[config.mk]
export PLATFORM = sky130hd
export DESIGN_NAME = asym_fifo_ctrl
export DESIGN_NICKNAME = d
export VERILOG_FILES = /design/src/rtl/asym_fifo_pkg.sv /design/src/rtl/asym_fifo_ptr.sv /design/src/rtl/asym_fifo_ctrl.sv
export SDC_FILE = /design/constraint.sdc
export NUM_CORES = 1
export LEC_CHECK = 0
export ABC_AREA = 0
export BUFFER_PORTS_ARGS = -buffer_cell sky130_fd_sc_hd__buf_2
export CAP_MARGIN = 40
export CORE_MARGIN = 5
export CORE_UTILIZATION = 40
export CTS_BUF_LIST = sky130_fd_sc_hd__clkbuf_4
export CTS_CLUSTER_SIZE = 24
export DETAILED_ROUTE_END_ITERATION = 8
export GPL_ROUTABILITY_DRIVEN = 1
export GPL_TIMING_DRIVEN = 0
export PLACE_DENSITY = 0.79
export SYNTH_ARGS = -nofsm -noshare
export SYNTH_HDL_FRONTEND = slang
export SYNTH_SLANG_ARGS = --single-unit
[constraint.sdc]
create_clock -name clk -period 2.7 [get_ports clk]
set_clock_uncertainty 0.1 [all_clocks]
set_input_delay 0.27 -clock clk [delete_from_list [all_inputs] [get_ports clk]]
set_output_delay 0.27 -clock clk [all_outputs]
set_load 0.03 [all_outputs]
[src/rtl/asym_fifo_pkg.sv]
// Shared widths, ratio helper and read-FSM encoding for the asymmetric FIFO controller.
package asym_fifo_pkg;

  localparam int unsigned WIDTHA_DEF     = 8;
  localparam int unsigned WIDTHB_DEF     = 32;
  localparam int unsigned ADDRWIDTHA_DEF = 8;
  localparam int unsigned ADDRWIDTHB_DEF = 6;

  // log2 of the wide/narrow width ratio; the ratio is expected to be a power of 2.
  function automatic int unsigned ratio_log2(input int unsigned wa, input int unsigned wb);
    return $clog2(wb / wa);
  endfunction

  localparam int unsigned LOG2_RATIO_DEF = ratio_log2(WIDTHA_DEF, WIDTHB_DEF);

  localparam logic ST_IDLE  = 1'b0;
  localparam logic ST_VALID = 1'b1;

endpackage

[src/rtl/asym_fifo_ptr.sv]
// Write/read pointers, occupancy and word-availability flags for the asymmetric FIFO.
module asym_fifo_ptr
  import asym_fifo_pkg::*;
#(
  parameter int unsigned ADDRWIDTHA = ADDRWIDTHA_DEF,
  parameter int unsigned ADDRWIDTHB = ADDRWIDTHB_DEF,
  parameter int unsigned LOG2R      = LOG2_RATIO_DEF
) (
  input  logic                  clk,
  input  logic                  rst,
  input  logic                  wr_fire,
  input  logic                  rd_pop,
  output logic [ADDRWIDTHA-1:0] wr_addr,
  output logic [ADDRWIDTHB-1:0] rd_addr,
  output logic [ADDRWIDTHB-1:0] rd_addr_nxt,
  output logic [ADDRWIDTHA:0]   fill_bytes,
  output logic                  wr_ready,
  output logic                  avail,
  output logic                  avail_after_pop
);

  localparam logic [ADDRWIDTHA:0] DEPTH  = (ADDRWIDTHA+1)'(1 << ADDRWIDTHA);
  localparam logic [ADDRWIDTHA:0] WR_ONE = (ADDRWIDTHA+1)'(1);
  localparam logic [ADDRWIDTHB:0] RD_ONE = (ADDRWIDTHB+1)'(1);

  logic [ADDRWIDTHA:0] wr_ptr;
  logic [ADDRWIDTHB:0] rd_ptr;
  logic [ADDRWIDTHB:0] rd_ptr_inc;
  logic [ADDRWIDTHA:0] rd_bytes;
  logic [ADDRWIDTHB:0] wr_words;

  assign rd_ptr_inc  = rd_ptr + RD_ONE;
  assign rd_bytes    = (ADDRWIDTHA+1)'(rd_ptr) << LOG2R;
  assign wr_words    = wr_ptr[ADDRWIDTHA:LOG2R];

  assign fill_bytes  = wr_ptr - rd_bytes;
  assign wr_ready    = (fill_bytes != DEPTH);
  // Only complete wide words count; a partial word never becomes readable.
  assign avail           = (wr_words != rd_ptr);
  assign avail_after_pop = (wr_words != rd_ptr_inc);

  assign wr_addr     = wr_ptr[ADDRWIDTHA-1:0];
  assign rd_addr     = rd_ptr[ADDRWIDTHB-1:0];
  assign rd_addr_nxt = rd_ptr_inc[ADDRWIDTHB-1:0];

  // Pointer update; both may advance in the same cycle, reset wins over either.
  always_ff @(posedge clk) begin
    if (rst) begin
      wr_ptr <= '0;
      rd_ptr <= '0;
    end else begin
      if (wr_fire) wr_ptr <= wr_ptr + WR_ONE;
      if (rd_pop)  rd_ptr <= rd_ptr_inc;
    end
  end

endmodule

[src/rtl/asym_fifo_ctrl.sv]
// Narrow-in / wide-out FIFO sequencer for an external asymmetric dual-port RAM.
module asym_fifo_ctrl
  import asym_fifo_pkg::*;
#(
  parameter int unsigned WIDTHA     = WIDTHA_DEF,
  parameter int unsigned WIDTHB     = WIDTHB_DEF,
  parameter int unsigned ADDRWIDTHA = ADDRWIDTHA_DEF,
  parameter int unsigned ADDRWIDTHB = ADDRWIDTHB_DEF
) (
  input  logic                  clk,
  input  logic                  rst,
  input  logic                  wr_valid,
  output logic                  wr_ready,
  input  logic [WIDTHA-1:0]     wr_data,
  output logic                  rd_valid,
  input  logic                  rd_ready,
  output logic [WIDTHB-1:0]     rd_data,
  output logic [ADDRWIDTHA:0]   fill_bytes,
  output logic                  ram_enA,
  output logic                  ram_weA,
  output logic [ADDRWIDTHA-1:0] ram_addrA,
  output logic [WIDTHA-1:0]     ram_diA,
  output logic                  ram_enB,
  output logic                  ram_weB,
  output logic [ADDRWIDTHB-1:0] ram_addrB,
  input  logic [WIDTHB-1:0]     ram_doB
);

  localparam int unsigned LOG2R = ratio_log2(WIDTHA, WIDTHB);

  logic                  state;
  logic                  state_nxt;
  logic                  wr_fire;
  logic                  rd_pop;
  logic                  avail;
  logic                  avail_after_pop;
  logic [ADDRWIDTHA-1:0] wr_addr;
  logic [ADDRWIDTHB-1:0] rd_addr;
  logic [ADDRWIDTHB-1:0] rd_addr_nxt;

  asym_fifo_ptr #(
    .ADDRWIDTHA (ADDRWIDTHA),
    .ADDRWIDTHB (ADDRWIDTHB),
    .LOG2R      (LOG2R)
  ) u_ptr (
    .clk             (clk),
    .rst             (rst),
    .wr_fire         (wr_fire),
    .rd_pop          (rd_pop),
    .wr_addr         (wr_addr),
    .rd_addr         (rd_addr),
    .rd_addr_nxt     (rd_addr_nxt),
    .fill_bytes      (fill_bytes),
    .wr_ready        (wr_ready),
    .avail           (avail),
    .avail_after_pop (avail_after_pop)
  );

  assign wr_fire   = wr_valid & wr_ready & ~rst;
  assign ram_enA   = wr_fire;
  assign ram_weA   = wr_fire;
  assign ram_addrA = wr_addr;
  assign ram_diA   = wr_data;
  assign ram_weB   = 1'b0;
  assign rd_valid  = (state == ST_VALID);
  assign rd_data   = ram_doB;

  // Read sequencing: prefetch one wide word into the RAM output register and hold it there
  // (port B disabled) until the consumer takes it.
  always_comb begin
    state_nxt = state;
    ram_enB   = 1'b0;
    ram_addrB = rd_addr;
    rd_pop    = 1'b0;
    case (state)
      ST_IDLE: begin
        if (avail) begin
          ram_enB   = 1'b1;
          state_nxt = ST_VALID;
        end
      end
      ST_VALID: begin
        if (rd_ready) begin
          rd_pop = 1'b1;
          if (avail_after_pop) begin
            ram_enB   = 1'b1;
            ram_addrB = rd_addr_nxt;
          end else begin
            state_nxt = ST_IDLE;
          end
        end
      end
      default: state_nxt = ST_IDLE;
    endcase
    if (rst) begin
      ram_enB = 1'b0;
      rd_pop  = 1'b0;
    end
  end

  // Read FSM state register.
  always_ff @(posedge clk) begin
    if (rst) state <= ST_IDLE;
    else     state <= state_nxt;
  end

endmodule

==> Word-level counts from Yosys, hierarchy flattened <==
Cells that the tools add are included.
{ "classes": {"add_sub_neg": 3, "n_mux": 13, "n_eq_ne": 3, "bitwise": 4} }
{ "op_table": {"columns": ["operator", "n"], "rows": [
  ["$mux W6", 3],
  ["$ne A7 B7 Y1", 2],
  ["$add A9 B1 Y9 const B", 1],
  ["$ne A9 B9 Y1 const B", 1],
  ["$sub A9 B9 Y9", 1],
  ["$mux W1", 8],
  ["$add A7 B1 Y7 const B", 1],
  ["$pmux W1 S2", 2],
  ["$and A1 B1 Y1", 2],
  ["$not A1 Y1", 2]
]} }
{ "word_totals": {"elab_cells": 26, "register_bits": 17, "output_inout_bits": 69, "in_bits": 44} }

==> Depth between registers and ports, before layout <==
{ "logic_depth": {"depth_word": 6, "ltp_mapped": 12, "ltp_nobuf": 11} }

==> Cells and area by module <==
Synthesis repeated with hierarchy kept, for this count alone.
{ "hier_totals": {"hier_cells": 228, "area_unflattened_um2": 1814.2} }
{ "by_module_without_submodules": {"columns": ["module", "area_each_um2", "instances", "cells_per_inst", "seq_area_each_um2"], "rows": [
  ["asym_fifo_ptr", 1347.5, 1, 168, 320.3],
  ["asym_fifo_ctrl", 466.7, 1, 60, 20.0]
]} }

==> Worst setup path before layout <==
No wires, ideal clock.
{ "synth_path": {"path_kind": "register to output", "startpoint": "register u_ptr.rd_ptr[0]", "endpoint": "output ram_weA", "required_ps": 2330, "path_buffers": 1, "arrival_time_ps": 3034, "path_stages_with_launch": 11, "path_slack_ps": -704, "path_cell_list": "dfxtp_1 > ha_1 > inv_1 > fa_1 > a21o_1 > a21oi_1 > xnor2_1 > and4b_4 > nor2b_1 > nor2b_1 > buf_4"} }
{ "synth_between": {"elab_chain_cells": 4} }
{ "synth_rtl": {"columns": ["element", "line_no", "rtl"], "rows": [
  ["start: declaration", "asym_fifo_ptr.sv:27", "logic [ADDRWIDTHB:0] rd_ptr;"],
  ["start signal: assignment", "asym_fifo_ptr.sv:53", "if (rd_pop) rd_ptr <= rd_ptr_inc;"],
  ["$sub A9 B9 Y9", "asym_fifo_ptr.sv:36", "assign fill_bytes = wr_ptr - rd_bytes;"],
  ["named net fill_bytes[6]", "asym_fifo_ctrl.sv:18", "output logic [ADDRWIDTHA:0] fill_bytes,"],
  ["$ne A9 B9 Y1", "asym_fifo_ptr.sv:37", "assign wr_ready = (fill_bytes != DEPTH);"],
  ["$and A1 B1 Y1 (2 in a row)", "asym_fifo_ctrl.sv:59", "assign wr_fire = wr_valid & wr_ready & ~rst;"],
  ["end: declaration", "asym_fifo_ctrl.sv:20", "output logic ram_weA,"]
]} }
The timed path passes the listed nets, and every way through them passes these cells.

==> Worst setup path after layout <==
{ "layout_path": {"startpoint": "register u_ptr.wr_ptr[7]", "endpoint": "output ram_weA"} }
{ "layout_between": {"elab_chain_cells": 4} }
{ "layout_rtl": {"columns": ["element", "line_no", "rtl"], "rows": [
  ["start: declaration", "asym_fifo_ptr.sv:26", "logic [ADDRWIDTHA:0] wr_ptr;"],
  ["start signal: assignment", "asym_fifo_ptr.sv:52", "if (wr_fire) wr_ptr <= wr_ptr + WR_ONE;"],
  ["$sub A9 B9 Y9", "asym_fifo_ptr.sv:36", null],
  ["$ne A9 B9 Y1", "asym_fifo_ptr.sv:37", null],
  ["$and A1 B1 Y1 (2 in a row)", "asym_fifo_ctrl.sv:59", null]
]} }
No other way between the ends.

==> flow_summary.ini <==
[clocking]
cts_sinks = 17
clock_path_buffers = 2
ctsHoldBuffers = 0
cts_buffers = 3
cts_tree = done
clkSlewWorstSetupHoldPaths_ps = 100
cts-htree-levels = 1
clkLatencyLatePin_ps = 300
root_buffer = clkbuf_4

[critical_path]
crit_path_cell_trace = ha_4 > inv_2 > nor3_1 > a311o_1 > a311oi_2 > and4b_4 > nor2b_4 > nor2b_4 > buf_6 > buf_6
arrival_ps = 2720
path_max_fanout = 6
reg2reg_from = u_ptr.wr_ptr[7]
cp-start-kind = register
path_delay_family = compound AO/OA/AOI/OAI gates
path_depth = 10
crit_buf_inv = 3
end_kind = output pin
critPathSlowestCell = dfxtp_1
rr_endpoint = u_ptr.wr_ptr[4]
slowest_delay_ps = 590
critical_path_class = register to output pin
r2r_setup_slack_ps = -190
crit_required_ps = 2330
worstRegToRegCells = 11

[finish]
final_common_cell = buf_4
final_nets = 366
drive_above_1_share = 0.621
area_growth_pct = 49.0
layout_common_cells = buf_4, buf_2, nor2_1
antenna-diode-count = 0
finalNonFillerCells = 363

[floorplanning]
chipWidth_um = 76.3
initial_core_util = 0.407
die_area_um2 = 5820
die_y_um = 76.3
core_area_um2 = 4320
rows = 24
io_pins = 113

[hold_path]
hp-start = rst
hold-path-cell-count = 3
hold-path-endpoint = u_ptr.wr_ptr[1]
hp-class = input port to register

[logic_synthesis]
syn_avg_cell_area_um2 = 7.92
yosysSeqAreaShare = 0.193
synth_area_um2 = 1760
synth_area_leaders = buf_4, dfxtp_1, xnor2_1, ha_1, nor2_1
ys_types = 44
yosys_warnings = 0
synth_top_area_cell = buf_4
synthCells = 222
synth_top_area_share = 0.222
syn_nets = 276
yosys_register_bits = 17

[sta]
tightest_slew_ps = 553
hold_violations = 0
max_freq_mhz = 323
maxSlewViolCount = 0
fin_crit_ps = 3090
rsz0062_at_grt = yes
whs_ps = 173
period_share = 1.15
setup_violations = 12
maxSlewHeadroom = 0.632
worst_slack_ps = -393

[routing]
detail_route.first_pass.iterations = 4
drtIter0Drc = 91
route.detailed.drc = 0
drt-total-wl_mm = 5.14
wl_per_cell_um = 14.2
drtAntennaViolNets = 0
vias_per_cell = 4.86
routed-via-count = 1764

[flow_run]
max_cap_violations = 0

[placement]
dp_hpwl_mm = 3.55
place_inst = 345
portBuffers = 71
gp_congestion = 0.798

[global_routing]
grt_max_degree = 11
antenna_found_initial = 0
overflow = 0
grt_pass1_wl_mm = 7.75
grt_pass1_vias = 1738
track_usage = 0.153

[pwr]
power_leakage_uw = 0.00126
peakVddDrop_mv = 0.144
power.density_nw_per_um2 = 272

[run_status]
status = finished, violations left
violations = setup timing
==> per-stage QoR <==
stage | power, µW | worst slack [ps] | utilization | TNS [ps] | cell area, µm²
after CTS | 701 | -388 | 0.559 | -1360 | 2420
after global placement | 538 | -120 | 0.524 | -148 | 2270
final | 712 | -393 | 0.606 | -1740 | 2620
after global routing | 747 | -461 | 0.606 | -3170 | 2620
after detailed placement | 542 | -139 | 0.524 | -187 | 2270
after floorplan | 482 | -73.7 | - | -73.7 | 1850
==> logic make-up (layout without fill, tap and decap cells) <==
| family | Yosys count | count (layout) | synth area share |
|---|---|---|---|
| AO/OA/AOI/OAI | 32 | 32 | 0.123 |
| buffers and inverters | 70 | 159 | 0.265 |
| AND/OR/NAND/NOR | 66 | 66 | 0.203 |
| flip-flops | 17 | 17 | 0.193 |
| multiplexers | 5 | 5 | 0.0334 |
| adder cells (fa/ha/maj) | 10 | 10 | 0.0754 |
| XOR/XNOR | 21 | 21 | 0.105 |
| other | 1 | 1 | 0.00213 |
==> flip-flops by register name, indices dropped and copies added, names as in the netlist <==
register      cells
rd_valid          1
u_ptr.rd_ptr      7
u_ptr.wr_ptr      9
==> repair_timing <==
action	4_1_cts	5_1_grt
pin swaps	11	16
setup buffers	7	6
setup endpoints to repair	12	19
cloned	0	1
hold endpoints to repair	0	0
gates resized for setup	16	38
==> layer usage <==
layer / track usage / wire length [µm]
met5: 0 / 0
met4: 0.0524 / 103
met3: 0.0473 / 516
met2: 0.267 / 2590
met1: 0.175 / 1940
==> synth_stat cells (all sizes together) <==
cell,instances
o21ba,2
buf,53
ha,9
a211oi,1
nand4b,1
o21bai,1
o211ai,1
clkbuf,3
a311o,1
a221oi,1
a21o,1
mux2,4
inv,14
and3,2
or3,7
o31a,1
dfxtp,17
nor4,4
mux2i,1
nand2,13
nor2b,4
o22ai,1
and2,1
o21ai,9
nand4,2
conb,1
xor2,6
nor3,5
and4b,1
nand3,5
nand2b,3
fa,1
a311oi,1
xnor2,15
nor2,18
o22a,1
a21oi,11
==> cell type report <==
class	count	area, µm²
inverters	14	55.1
clock buffers	4	30.0
repair buffers	85	513
fillers	384	1700
plain buffers	56	420
multi-input cells	135	1180
flip-flops and latches	17	357
well taps	52	65.1
==> worst max-delay path by stage <==
stage	start	endpoint	slack, ps
final	u_ptr.wr_ptr[7]	ram_weA	-390
after global routing	u_ptr.wr_ptr[2]	ram_weA	-460
after CTS	u_ptr.wr_ptr[2]	ram_weA	-390
after detailed placement	u_ptr.wr_ptr[2]	ram_weA	-140
after global placement	u_ptr.wr_ptr[2]	ram_weA	-120
after floorplan	u_ptr.wr_ptr[2]	ram_weA	-70
==> tightest hold or removal path, delay by kind of cell <==
family | cells | cell delay (ps)
buf+inv | 1 | 110
simple gates | 1 | 100
mux | 1 | 60
==> power by group <==
| group | switching (µW) | internal [µW] | total [µW] | leakage [µW] |
|---|---|---|---|---|
| logic | 170 | 125 | 295 | 0.00110 |
| registers | 8.34 | 254 | 262 | 0.000142 |
| clock network | 87.5 | 67.8 | 155 | 0.0000184 |
Power figures use the tool's default switching activity.
